`src/rtl/uart_pkg.sv`:
```
// Shared UART definitions: frame geometry and FSM state encodings.
package uart_pkg;

  localparam int UART_DATA_BITS = 8;

  typedef enum logic [1:0] {
    TX_IDLE  = 2'd0,
    TX_START = 2'd1,
    TX_DATA  = 2'd2,
    TX_STOP  = 2'd3
  } tx_state_e;

  typedef enum logic [1:0] {
    RX_IDLE  = 2'd0,
    RX_START = 2'd1,
    RX_DATA  = 2'd2,
    RX_STOP  = 2'd3
  } rx_state_e;

endpackage

```
`src/rtl/uart_baud_tick.sv`:
```
// Bit-period timer: tick marks the last clk of each serial bit.
module uart_baud_tick #(
  parameter int unsigned CLKS_PER_BIT = 1
) (
  input  logic clk,
  input  logic rstn,
  input  logic restart,
  output logic tick
);

  localparam logic [15:0] LAST = 16'(CLKS_PER_BIT - 1);

  logic [15:0] cnt_q;
  logic [15:0] cnt_d;

  assign tick = (cnt_q == LAST);

  // Wrap after the last count, or realign to 0 whenever the caller changes state.
  always_comb begin
    cnt_d = cnt_q + 16'd1;
    if (restart || tick) cnt_d = '0;
  end

  // Counter register.
  always_ff @(posedge clk or negedge rstn) begin
    if (!rstn) cnt_q <= '0;
    else       cnt_q <= cnt_d;
  end

endmodule

```
`src/rtl/uart_tx.sv`:
```
// Byte-wide UART transmitter with a one-entry holding register.
// txd and busy are registered and reflect the state the FSM has been in,
// so the line never has a combinational path from any input.
module uart_tx
  import uart_pkg::*;
#(
  parameter int unsigned CLKS_PER_BIT = 1,
  parameter int unsigned STOP_BITS    = 1
) (
  input  logic       clk,
  input  logic       rstn,
  input  logic       in_valid,
  input  logic [7:0] in_data,
  output logic       in_ready,
  output logic       txd,
  output logic       busy
);

  localparam logic [2:0] LAST_BIT  = 3'(UART_DATA_BITS - 1);
  localparam logic       LAST_STOP = 1'(STOP_BITS - 1);

  tx_state_e  state_q, state_d;
  logic [7:0] shift_q, shift_d;
  logic [2:0] bit_cnt_q, bit_cnt_d;
  logic       stop_cnt_q, stop_cnt_d;
  logic [7:0] hold_q, hold_d;
  logic       hold_valid_q, hold_valid_d;
  logic       txd_q, txd_d;
  logic       busy_q, busy_d;
  logic       load;
  logic       xfer;
  logic       tick;
  logic       restart;

  assign in_ready = !hold_valid_q;
  assign txd      = txd_q;
  assign busy     = busy_q;
  assign xfer     = in_valid && !hold_valid_q;
  assign restart  = (state_d != state_q);

  uart_baud_tick #(
    .CLKS_PER_BIT(CLKS_PER_BIT)
  ) u_baud (
    .clk    (clk),
    .rstn   (rstn),
    .restart(restart),
    .tick   (tick)
  );

  // Next-state, holding register and registered line/busy values.
  always_comb begin
    state_d      = state_q;
    shift_d      = shift_q;
    bit_cnt_d    = bit_cnt_q;
    stop_cnt_d   = stop_cnt_q;
    hold_d       = hold_q;
    hold_valid_d = hold_valid_q;
    load         = 1'b0;
    txd_d        = 1'b1;

    case (state_q)
      TX_IDLE: begin
        if (hold_valid_q) begin
          load    = 1'b1;
          state_d = TX_START;
        end
      end
      TX_START: begin
        txd_d = 1'b0;
        if (tick) begin
          state_d   = TX_DATA;
          bit_cnt_d = '0;
        end
      end
      TX_DATA: begin
        txd_d = shift_q[0];
        if (tick) begin
          shift_d   = {1'b0, shift_q[7:1]};
          bit_cnt_d = bit_cnt_q + 3'd1;
          if (bit_cnt_q == LAST_BIT) begin
            state_d    = TX_STOP;
            stop_cnt_d = 1'b0;
          end
        end
      end
      TX_STOP: begin
        if (tick) begin
          if (stop_cnt_q == LAST_STOP) begin
            // Back-to-back frames go straight to a start bit with no idle bit.
            if (hold_valid_q) begin
              load    = 1'b1;
              state_d = TX_START;
            end else begin
              state_d = TX_IDLE;
            end
          end else begin
            stop_cnt_d = stop_cnt_q + 1'b1;
          end
        end
      end
      default: state_d = TX_IDLE;
    endcase

    // A drain only happens with hold full and a refill only with hold empty,
    // so the two never coincide on one edge.
    if (load) begin
      shift_d      = hold_q;
      hold_valid_d = 1'b0;
    end
    if (xfer) begin
      hold_d       = in_data;
      hold_valid_d = 1'b1;
    end

    busy_d = (state_q != TX_IDLE) || hold_valid_q;
  end

  // State and datapath registers; reset aborts any frame and parks the line high.
  always_ff @(posedge clk or negedge rstn) begin
    if (!rstn) begin
      state_q      <= TX_IDLE;
      shift_q      <= '0;
      bit_cnt_q    <= '0;
      stop_cnt_q   <= 1'b0;
      hold_q       <= '0;
      hold_valid_q <= 1'b0;
      txd_q        <= 1'b1;
      busy_q       <= 1'b0;
    end else begin
      state_q      <= state_d;
      shift_q      <= shift_d;
      bit_cnt_q    <= bit_cnt_d;
      stop_cnt_q   <= stop_cnt_d;
      hold_q       <= hold_d;
      hold_valid_q <= hold_valid_d;
      txd_q        <= txd_d;
      busy_q       <= busy_d;
    end
  end

endmodule
```
`config.mk`:
```
export PLATFORM = sky130hd
export DESIGN_NAME = uart_tx
export DESIGN_NICKNAME = d
export VERILOG_FILES = /design/src/rtl/uart_pkg.sv /design/src/rtl/uart_baud_tick.sv /design/src/rtl/uart_tx.sv
export SDC_FILE = /design/constraint.sdc
export NUM_CORES = 1
export LEC_CHECK = 0
export CAP_MARGIN = 20
export CORE_AREA = 4 4 80 59
export CTS_CLUSTER_SIZE = 24
export DETAILED_ROUTE_END_ITERATION = 10
export DIE_AREA = 0 0 84 63
export DONT_BUFFER_PORTS = 1
export PLACE_DENSITY = 0.66
export SLEW_MARGIN = 25
export SYNTH_ARGS = -nofsm -noshare
export SYNTH_HDL_FRONTEND = slang
export SYNTH_SLANG_ARGS = --single-unit
```
`constraint.sdc`:
```
create_clock -name clk -period 4.9 [get_ports clk]
set_input_delay 0.98 -clock clk [delete_from_list [all_inputs] [get_ports clk]]
set_output_delay 0.98 -clock clk [all_outputs]
set_load 0.01 [all_outputs]
```
==> results of run 1 <==
-- layout by cell type (no fill, tap or decap), types with 2 or more instances in the layout --
| cell | n |
|---|---|
| a21o_1 | 8 |
| a21oi_1 | 3 |
| a21oi_2 | 2 |
| a22o_1 | 2 |
| a32oi_1 | 7 |
| and4_1 | 2 |
| clkbuf_8 | 5 |
| dfrtp_1 | 39 |
| ha_1 | 9 |
| inv_1 | 16 |
| mux2i_1 | 2 |
| nand2_1 | 32 |
| nand3_1 | 3 |
| nand3b_1 | 2 |
| nand4_1 | 6 |
| nor2_1 | 16 |
| nor2b_1 | 2 |
| nor4_2 | 2 |
| o21ai_0 | 13 |
| o31ai_1 | 2 |
| or3_1 | 2 |
| or4_4 | 2 |
| xor2_1 | 9 |
-- cell usage after synthesis, drive strengths merged, types with 2 or more instances --
cell	n	share of area, %
nor4b	2	1.1
nand2	33	6.3
xor2	9	3.8
o31ai	2	0.72
nand3b	2	0.72
or3	2	0.60
inv	16	2.9
a32oi	7	2.9
nand4	7	2.4
a21oi	5	1.6
dfrtp	39	47
a22o	2	0.84
nor2b	2	0.60
nor4	2	1.2
and4	2	0.84
a21o	8	2.9
nor2	16	2.9
o21ai	14	3.9
mux2i	2	0.96
ha	9	5.4
nand3	5	2.0
or4	2	1.1
buf	3	1.4
clkbuf	3	0.54
-- cells by family (layout without fill, tap and decap cells) --
logic type | Yosys count | count (layout) | share of synthesized area (%)
mux | 3 | 3 | 1.50
fa+ha+maj | 9 | 9 | 5.41
simple gates | 78 | 78 | 20.7
compound gates | 44 | 44 | 15.2
buf+inv | 22 | 24 | 4.87
flops | 40 | 40 | 48.2
xor+xnor | 10 | 10 | 4.21
-- stage by stage --
step	total power [mW]	setup WS (ns)	util [%]	cell area [um^2]
5_1_grt	1.20	2.37	56.9	2220
2_1_floorplan	0.760	3.14	-	2080
3_5_place_dp	0.840	2.64	54.0	2100
3_3_place_gp	0.818	2.71	54.0	2100
4_1_cts	1.12	2.61	56.9	2220
6_report	1.11	2.62	56.9	2220
-- area by class of cell --
| cell class | count | area (um^2) |
|---|---|---|
| Sequential cell | 40 | 1000 |
| Clock buffer | 5 | 68.8 |
| Fill cell | 342 | 1680 |
| Clock inverter | 3 | 46.3 |
| Tap cell | 52 | 65.1 |
| Multi-Input combinational cell | 144 | 977 |
| Inverter | 16 | 60.1 |
-- power by group through the flow --
stage / registers, mW / clock network, mW / logic [mW]
after floorplan: 0.472 / 0 / 0.288
after global placement: 0.489 / 0 / 0.329
after detailed placement: 0.493 / 0 / 0.347
after CTS: 0.486 / 0.285 / 0.348
after global routing: 0.498 / 0.305 / 0.394
final: 0.487 / 0.277 / 0.349
-- routing by layer --
metal  wire length [um]  track usage (%)  up-vias  share of wire, %
met2               1580             22.6       38                41
met5                  0                0        -                 0
met4                 27             5.02        0              0.70
met3                256             5.27        5               6.6
li1                   -                -      718                 -
met1               2010             21.9      701                52
-- state kept, by name (all words and copies together), names as in the netlist --
signal        count
u_baud.cnt_q     16
hold_q            8
shift_q           8
bit_cnt_q         3
state_q           2
busy              1
hold_valid_q      1
txd               1
-- path summary, 6_finish.rpt --
check | start | end | slack [ns]
max in group asynchronous | rstn | txd$_DFF_PN1_ | 4.35
min in group clk | u_baud.cnt_q[0]$_DFF_PN0_ | u_baud.cnt_q[0]$_DFF_PN0_ | 0.50
min reg2reg | u_baud.cnt_q[0]$_DFF_PN0_ | u_baud.cnt_q[0]$_DFF_PN0_ | 0.50
min | rstn | u_baud.cnt_q[6]$_DFF_PN0_ | 0.37
max | state_q[0]$_DFF_PN0_ | u_baud.cnt_q[12]$_DFF_PN0_ | 2.62
max reg2reg | state_q[0]$_DFF_PN0_ | u_baud.cnt_q[12]$_DFF_PN0_ | 2.62
==> results.sh, run 1 <==
export IMPL_dieWidth_um=84
export IMPL_drive_above_1_share_pct=10.6
export IMPL_synth_edff_count=0
export IMPL_switchingPower_mw=0.385
export IMPL_cts_tree="yes"
export IMPL_via_per_inst=5.62
export IMPL_max_slew_margin_rel_pct=44.1
export IMPL_worstPathArrival_ns=2.48
export IMPL_outcome="finished, final reports clean"
export IMPL_grt_overflow_total=0
export IMPL_clkTransAtPathRegs_ns=0.08
export IMPL_syn_area_per_cell_um2=10.1
export IMPL_die_h_um=63
export IMPL_crit_top_cell="inv_1"
export IMPL_p_per_area_nw_per_um2=502
export IMPL_clock_sinks=40
export IMPL_antenna_found_initial=0
export IMPL_fin_crit_ns=2.28
export IMPL_drcViolationCount=0
export IMPL_instances_no_fill=260
export IMPL_crit_chain="inv_1 > ha_1 > inv_1 > o2111ai_1 > nand4_1 > a21oi_1"
export IMPL_post_cts_buffers=0
export IMPL_path_buf_inv=2
export IMPL_clk_path_buf_depth=2
export IMPL_final_antenna_net_count=0
export IMPL_synth_cells=206
export IMPL_rows=19
export IMPL_dr_pass1_iters=6
export IMPL_tightest_slew_ns=0.837
export IMPL_syn2layout_area_growth_pct=6.67
export IMPL_p_int_mw=0.728
export IMPL_drv_cap=0
export IMPL_die_area_um2=5290
export IMPL_fin_skew_ns=0.00236
export IMPL_grt_total_usage_pct=15.6
export IMPL_path_class="reg -> reg"
export IMPL_drt_iter0_markers=119
export IMPL_cts_max_level=2
export IMPL_routed_via_count=1462
export IMPL_slew_violations=0
export IMPL_cpPeakStageDelay_ns=0.59
export IMPL_grt_pass1_wl_mm=6.62
export IMPL_clock_latency_ns=0.29
export IMPL_hold_class="in -> async"
export IMPL_fmax_mhz=438
export IMPL_worst_setup_path_end_kind="flop"
export IMPL_yosysWarnings=0
export IMPL_pin_count=14
export IMPL_hold_viol=0
export IMPL_power_frac_seq_pct=43.8
export IMPL_synth_seq_cells=40
export IMPL_placed_cells=252
export IMPL_crit_slowest_cell="nand4_1"
export IMPL_synth_fp_nets=226
export IMPL_cts_hold_buf=0
export IMPL_ir_worst_vdd_v=0.000390
export IMPL_synthDistinctLibCells=44
export IMPL_combPwrFrac_pct=31.3
export IMPL_critical_path_top_delay_family="simple AND/OR/NAND/NOR gates"
export IMPL_p_sw_share_pct=34.6
export IMPL_grt_pass1_vias=1423
export IMPL_grt_max_degree=41
export IMPL_yosysSeqAreaShare_pct=48.2
export IMPL_clkPwrFrac_pct=24.9
export IMPL_cts_buffers=5
export IMPL_r2r_cells=6
export IMPL_finalSetupTns_ns=0
export IMPL_rsz0062_at_grt="false"
export IMPL_leakagePower_nw=0.952
export IMPL_cp_depth=6
export IMPL_worst_setup_path_start_kind="flop"
export IMPL_wl_mm=3.87
export IMPL_coreArea_um2=3900
export IMPL_hpwl_mm=2.71
export IMPL_fin_hold_ws_ns=0.374
export IMPL_io_buffers=0
export IMPL_async_flop_share_pct=100
export IMPL_diodes=0
export IMPL_nNetsFinal=227
export IMPL_synth_flop_cell="dfrtp_1"
export IMPL_cts_resized=0
export IMPL_clockRootBuffer="clkbuf_8"
export IMPL_wl_per_cell_um=14.9
export IMPL_worst_ep_required_time_ns=5.10
export IMPL_syn_area_um2=2080
export IMPL_start_util_pct=53.4
export IMPL_setup_viol=0
export IMPL_critPathMaxFanout=16
export IMPL_gp_congestion=0.804
export IMPL_fin_crit_sh_pct=46.6
(Power assumes the default switching activity.)
==> inputs of run 2 (changes only) <==
Settings changed: PLACE_DENSITY 0.66 to 0.68.
Clock period 4.9 ns to 1.9 ns, I/O delays scaled along.
==> run 2 against run 1 <==
Compared with the run above:
- clock skew rose by 0.0026 ns
- die area did not move
- maximum frequency rose by 29%
- worst setup slack got worse by 2.5 ns
- design area rose by 7.5%
- sequential cell count did not move
- clock power rose to 2.9 times the previous value
- first-iteration DRC count rose by 44%
- register-to-register slack got worse by 2.5 ns
- critical path type unchanged
==> results.sh, run 2 (synthesis gave the netlist of run 1 again) <==
export IMPL_outcome="finished, final reports clean"
export IMPL_cts_tree="yes"
export IMPL_finalPower_mw=3.12
export IMPL_cts_buffers=5
export IMPL_start_util_pct=53.4
export IMPL_max_slew_margin_rel_pct=76.3
export IMPL_die_area_um2=5290
export IMPL_slew_violations=0
export IMPL_worst_ep_required_time_ns=2.10
export IMPL_setup_viol=0
export IMPL_layout_common_cells="dfrtp_1, nand2_1, inv_1, nor2_1, o21ai_0"
export IMPL_finalSetupTns_ns=0
export IMPL_grt_overflow_total=0
export IMPL_clock_sinks=40
export IMPL_worst_setup_path_end_kind="flop"
export IMPL_grt_total_usage_pct=17.4
export IMPL_wl_met2_mm=1.95
export IMPL_grt_pass1_wl_mm=7.26
export IMPL_coreArea_um2=3900
export IMPL_fin_util_pct=61.2
export IMPL_drv_cap=0
export IMPL_wl_per_cell_um=15.3
export IMPL_diodes=0
export IMPL_gp_congestion=0.811
export IMPL_clkTransAtPathRegs_ns=0.08
export IMPL_fmax_mhz=563
export IMPL_routed_via_count=1537
export IMPL_worstPathArrival_ns=1.97
export IMPL_path_class="reg -> reg"
export IMPL_largest_reg_flops=16
export IMPL_rows=19
export IMPL_met3_length_um=206
export IMPL_worst_setup_path_start_kind="flop"
export IMPL_p_per_area_nw_per_um2=1310
export IMPL_placed_cells=260
export IMPL_wl_mm=4.19
export IMPL_dieWidth_um=84
export IMPL_hold_viol=0
export IMPL_rsz0062_at_grt="false"
export IMPL_clockRootBuffer="clkbuf_8"
export IMPL_hold_class="in -> reg"
export IMPL_mostFrequentLayoutCell="dfrtp_1"
export IMPL_drcViolationCount=0
export IMPL_hpwl_mm=2.97
export IMPL_regMostFlops="u_baud.cnt_q"
export IMPL_fin_crit_ns=1.78
export IMPL_reg_top3="u_baud.cnt_q x16, hold_q x8, shift_q x8"
export IMPL_leakagePower_nw=1.06
export IMPL_syn2layout_area_growth_pct=14.7
export IMPL_wl_met1_mm=1.97
export IMPL_dr_pass1_iters=4
export IMPL_drive_above_1_share_pct=16.7
export IMPL_antenna_found_initial=0
export IMPL_nNetsFinal=242
export IMPL_die_h_um=63
export IMPL_clock_latency_ns=0.29
export IMPL_io_buffers=0
export IMPL_critPathMaxFanout=7
export IMPL_fin_skew_ns=0.00493
export IMPL_grt_max_degree=41
export IMPL_grt_pass1_vias=1565
export IMPL_clk_path_buf_depth=2
export IMPL_tightest_slew_ns=0.352
export IMPL_routed_top_layer="met4"
export IMPL_ir_worst_vdd_v=0.000785
export IMPL_fin_crit_sh_pct=93.5
export IMPL_final_antenna_net_count=0
export IMPL_drt_iter0_markers=171
export IMPL_via_per_inst=5.61
export IMPL_pin_count=14
export IMPL_instances_no_fill=274
export IMPL_cts_max_level=2
==> run 2: worst paths after layout <==
| kind | start | end | slack (ns) | depth (start not counted) |
|---|---|---|---|---|
| worst max-delay path | state_q[1]$_DFF_PN0_ | shift_q[1]$_DFFE_PN0P_ | 0.12 | 6 |
| worst min-delay path | in_data[0] | hold_q[0]$_DFFE_PN0P_ | 0.20 | 2 |
| worst max register to register | state_q[1]$_DFF_PN0_ | shift_q[1]$_DFFE_PN0P_ | 0.12 | 6 |
| worst min register to register | bit_cnt_q[1]$_DFFE_PN0P_ | bit_cnt_q[1]$_DFFE_PN0P_ | 0.51 | 1 |
| max in group asynchronous | rstn | txd$_DFF_PN1_ | 1.11 | 2 |
| min in group asynchronous | rstn | u_baud.cnt_q[9]$_DFF_PN0_ | 0.54 | 2 |
==> run 2: through the flow <==
step           setup WS (ns)  area [um^2]  hold WS, ns
6_report               0.124         2390        0.204
5_1_grt             0.000256         2390        0.218
4_1_cts              0.00502         2360        0.197
3_5_place_dp        -0.00839         2180       0.0857
3_3_place_gp           0.128         2180       0.0856
2_1_floorplan          0.219         2080       0.0844
==> run 2: final cells by class <==
cell class                      count  area [um^2]
Clock buffer                        5         68.8
Clock inverter                      2         60.1
Fill cell                         323         1510
Inverter                           16         60.1
Multi-Input combinational cell    144          988
Sequential cell                    40         1000
Tap cell                           52         65.1
Timing Repair Buffer               15          140
==> run 2: power by group <==
| group | total [mW] | internal, mW | switching [mW] |
|---|---|---|---|
| Combinational | 1.06 | 0.484 | 0.572 |
| Clock | 0.805 | 0.517 | 0.288 |
| Sequential | 1.26 | 1.11 | 0.150 |
==> run 2: metal layers <==
| layer | up-vias | global-route usage [%] |
|---|---|---|
| met3 | 6 | 4.22 |
| li1 | 754 | - |
| met5 | - | 0 |
| met4 | 0 | 9.04 |
| met1 | 741 | 23.1 |
| met2 | 36 | 26.2 |
==> run 2: timing repair <==
item | CTS | global route
hold buffers | 2 | 0
gates resized for setup | 0 | 3
hold endpoints to repair | 40 | 0
buffers inserted | 3 | 2
setup endpoints to repair | 1 | 26
pin swaps | 1 | 0
gates cloned | 0 | 0
==> run 2: worst max-delay path: stages (launching register included) <==
cell      delay [ns]
dfrtp_1         0.45
inv_1           0.14
ha_1            0.30
nand3b_1        0.23
buf_4           0.21
a21o_1          0.15
a32oi_1         0.21
==> inputs of run 3 (changes only) <==
==> constraint.sdc (replaced) <==
create_clock -name clk -period 1.9 [get_ports clk]
set_input_delay 0.38 -clock clk [delete_from_list [all_inputs] [get_ports clk]]
set_output_delay 0.38 -clock clk [all_outputs]
set_load 0.1 [all_outputs]
==> run 3 against run 2 <==
Compared with the run above:
- design area increased by 0.58%
- non-clock buffer count increased by 3
- first-iteration DRC count decreased by 38%
- highest routed layer unchanged
- count of clock-buffer cells in the layout unchanged
- worst hold slack got worse by 0.0037 ns
- critical path type unchanged
- sequential share of layout area decreased by 0.29 points
- largest cell class unchanged
- combinational power increased by 19%
- register-to-register slack got worse by 0.03 ns
- sequential power increased by 5%
==> results.sh, run 3 (synthesis gave the netlist of run 1 again) <==
export IMPL_clockRootBuffer="clkbuf_8"
export IMPL_io_buffers=0
export IMPL_drcViolationCount=0
export IMPL_r2r_cells=8
export IMPL_fillers=338
export IMPL_p_sw_share_pct=38.7
export IMPL_hold_class="in -> reg"
export IMPL_final_antenna_net_count=0
export IMPL_reg_top3="u_baud.cnt_q x16, hold_q x8, shift_q x8"
export IMPL_critPathMaxFanout=16
export IMPL_grt_pass1_wl_mm=7.10
export IMPL_regToRegStartpoint="state_q[0]$_DFF_PN0_"
export IMPL_fin_ws_ns=0.0955
export IMPL_setup_viol=0
export IMPL_min_delay_start="in_data[1]"
export IMPL_antenna_found_initial=0
export IMPL_cts_max_level=2
export IMPL_hold_end="hold_q[1]$_DFFE_PN0P_"
export IMPL_ir_worst_vdd_v=0.00107
export IMPL_slew_violations=0
export IMPL_hold_path_cell_count=2
export IMPL_mostFrequentLayoutCell="dfrtp_1"
export IMPL_fmax_mhz=554
export IMPL_fin_hold_ws_ns=0.200
export IMPL_tightest_slew_ns=0.488
export IMPL_cts_tree="yes"
export IMPL_grt_overflow_total=0
export IMPL_crit_chain="inv_1 > ha_1 > buf_4 > nor2b_1 > nand2_1 > nand4_1 > buf_12 > nor2_1"
export IMPL_routed_via_count=1576
export IMPL_start_util_pct=53.4
export IMPL_worst_setup_path_start_kind="flop"
export IMPL_clock_latency_ns=0.29
export IMPL_cpPeakStageDelay_ns=0.44
export IMPL_syn2layout_area_growth_pct=15.3
export IMPL_switchingPower_mw=1.27
export IMPL_clkTransAtPathRegs_ns=0.08
export IMPL_final_area_um2=2400
export IMPL_fin_util_pct=61.6
export IMPL_worst_setup_path_end_kind="flop"
export IMPL_fin_skew_ns=0.00723
export IMPL_multi_input_area_um2=995
export IMPL_gp_congestion=0.797
export IMPL_grt_pass1_vias=1570
export IMPL_worstPathArrival_ns=1.98
export IMPL_path_buf_inv=3
export IMPL_die_area_um2=5290
export IMPL_p_int_mw=2.01
export IMPL_clk_path_buf_depth=2
export IMPL_clock_sinks=40
export IMPL_clkPwrFrac_pct=21.4
export IMPL_rows=19
export IMPL_p_per_area_nw_per_um2=1370
export IMPL_drt_iter0_markers=106
export IMPL_nNetsFinal=246
export IMPL_layout_common_cells="dfrtp_1, nand2_1, inv_1, nor2_1, buf_4"
export IMPL_finalPower_mw=3.28
export IMPL_die_h_um=63
export IMPL_fin_crit_sh_pct=95.0
export IMPL_fin_crit_ns=1.80
export IMPL_coreArea_um2=3900
export IMPL_grt_max_degree=41
export IMPL_power_frac_seq_pct=40.3
export IMPL_max_slew_margin_rel_pct=67.5
export IMPL_placed_area_um2=2190
export IMPL_dieWidth_um=84
export IMPL_dr_pass1_iters=4
export IMPL_leakagePower_nw=1.07
export IMPL_wl_mm=4.25
export IMPL_routed_top_layer="met4"
export IMPL_combPwrFrac_pct=38.4
export IMPL_worst_ep_required_time_ns=2.08
export IMPL_largest_reg_flops=16
export IMPL_drive_above_1_share_pct=17.6
export IMPL_hold_viol=0
export IMPL_reg2reg_slack_ns=0.1
export IMPL_via_per_inst=5.65
export IMPL_pin_count=14
export IMPL_path_class="reg -> reg"
export IMPL_outcome="finished, final reports clean"
export IMPL_hpwl_mm=2.99
export IMPL_regMostFlops="u_baud.cnt_q"
export IMPL_cts_buffers=5
export IMPL_wl_met2_mm=1.91
export IMPL_rr_endpoint="u_baud.cnt_q[7]$_DFF_PN0_"
export IMPL_dp_worst_setup_slack_ns=-0.0106
export IMPL_grt_total_usage_pct=16.5
export IMPL_met3_length_um=211
export IMPL_diodes=0
export IMPL_crit_slowest_cell="dfrtp_1"
export IMPL_wl_per_cell_um=15.2
export IMPL_seqCellArea_um2=1000
export IMPL_drv_cap=0
export IMPL_wl_met1_mm=2.08
export IMPL_critical_path_top_delay_family="simple AND/OR/NAND/NOR gates"
-- run 3: cell types whose count changed in the layout (fill, tap and decap cells not counted), sizes merged --
cell      delta
bufinv       -1
buf          +3
o21ai        +1
clkinvlp     +1
inv          +1
-- run 3: power groups by stage --
stage               combinational, mW  sequential, mW  clock (mW)
floorplan                       0.813            1.36           0
global placement                 1.07            1.32           0
detailed placement               1.13            1.34           0
CTS                              1.18            1.32       0.722
global route                     1.39            1.35       0.764
finish                           1.26            1.32       0.702
-- run 3: how the worst max path moves through the flow --
stage	cells after the start	to	start	slack, ns
5_1_grt	8	u_baud.cnt_q[12]$_DFF_PN0_	state_q[0]$_DFF_PN0_	-0.005
3_3_place_gp	6	shift_q[0]$_DFFE_PN0P_	state_q[0]$_DFF_PN0_	0.12
4_1_cts	6	shift_q[0]$_DFFE_PN0P_	state_q[0]$_DFF_PN0_	0.05
6_report	8	u_baud.cnt_q[7]$_DFF_PN0_	state_q[0]$_DFF_PN0_	0.1
3_5_place_dp	5	shift_q[7]$_DFFE_PN0P_	state_q[1]$_DFF_PN0_	-0.01
2_1_floorplan	7	u_baud.cnt_q[10]$_DFF_PN0_	u_baud.cnt_q[0]$_DFF_PN0_	0.22
-- run 3: final cells by class --
type	count	area share [%]
timing repair buffer	18	6.78
sequential	40	41.8
inverter	16	2.50
clock buffer	5	2.87
tap	52	2.71
clock inverter	3	1.93
multi-input combinational	145	41.4
-- run 3: worst register-to-register path: stages (launching register included) --
cell and delay [ns]:
dfrtp_1 0.44, inv_1 0.16, ha_1 0.20, buf_4 0.19, nor2b_1 0.26, nand2_1 0.08
nand4_1 0.14, buf_12 0.16, nor2_1 0.06
-- run 3: stage by stage --
stage / TNS, ns / std cells
after global routing: -0.00489 / 279
after global placement: 0 / 262
after detailed placement: -0.0106 / 262
after floorplan: 0 / 206
final: 0 / 279
after CTS: 0 / 274
-- run 3: metal layers --
layer  up-vias  GRT usage [%]
met1       757           22.6
met3         9           4.35
met2        48           25.4
li1        762              -
met5         -              0
met4         0           5.82
-- run 3: repair_timing --
item | CTS | global route
endpoints found under the setup margin | 1 | 10
pin swaps | 1 | 0
setup buffers | 1 | 5
resized for setup | 0 | 1
endpoints found under the hold margin | 40 | 0
hold buffers | 2 | 0
cloned | 1 | 0
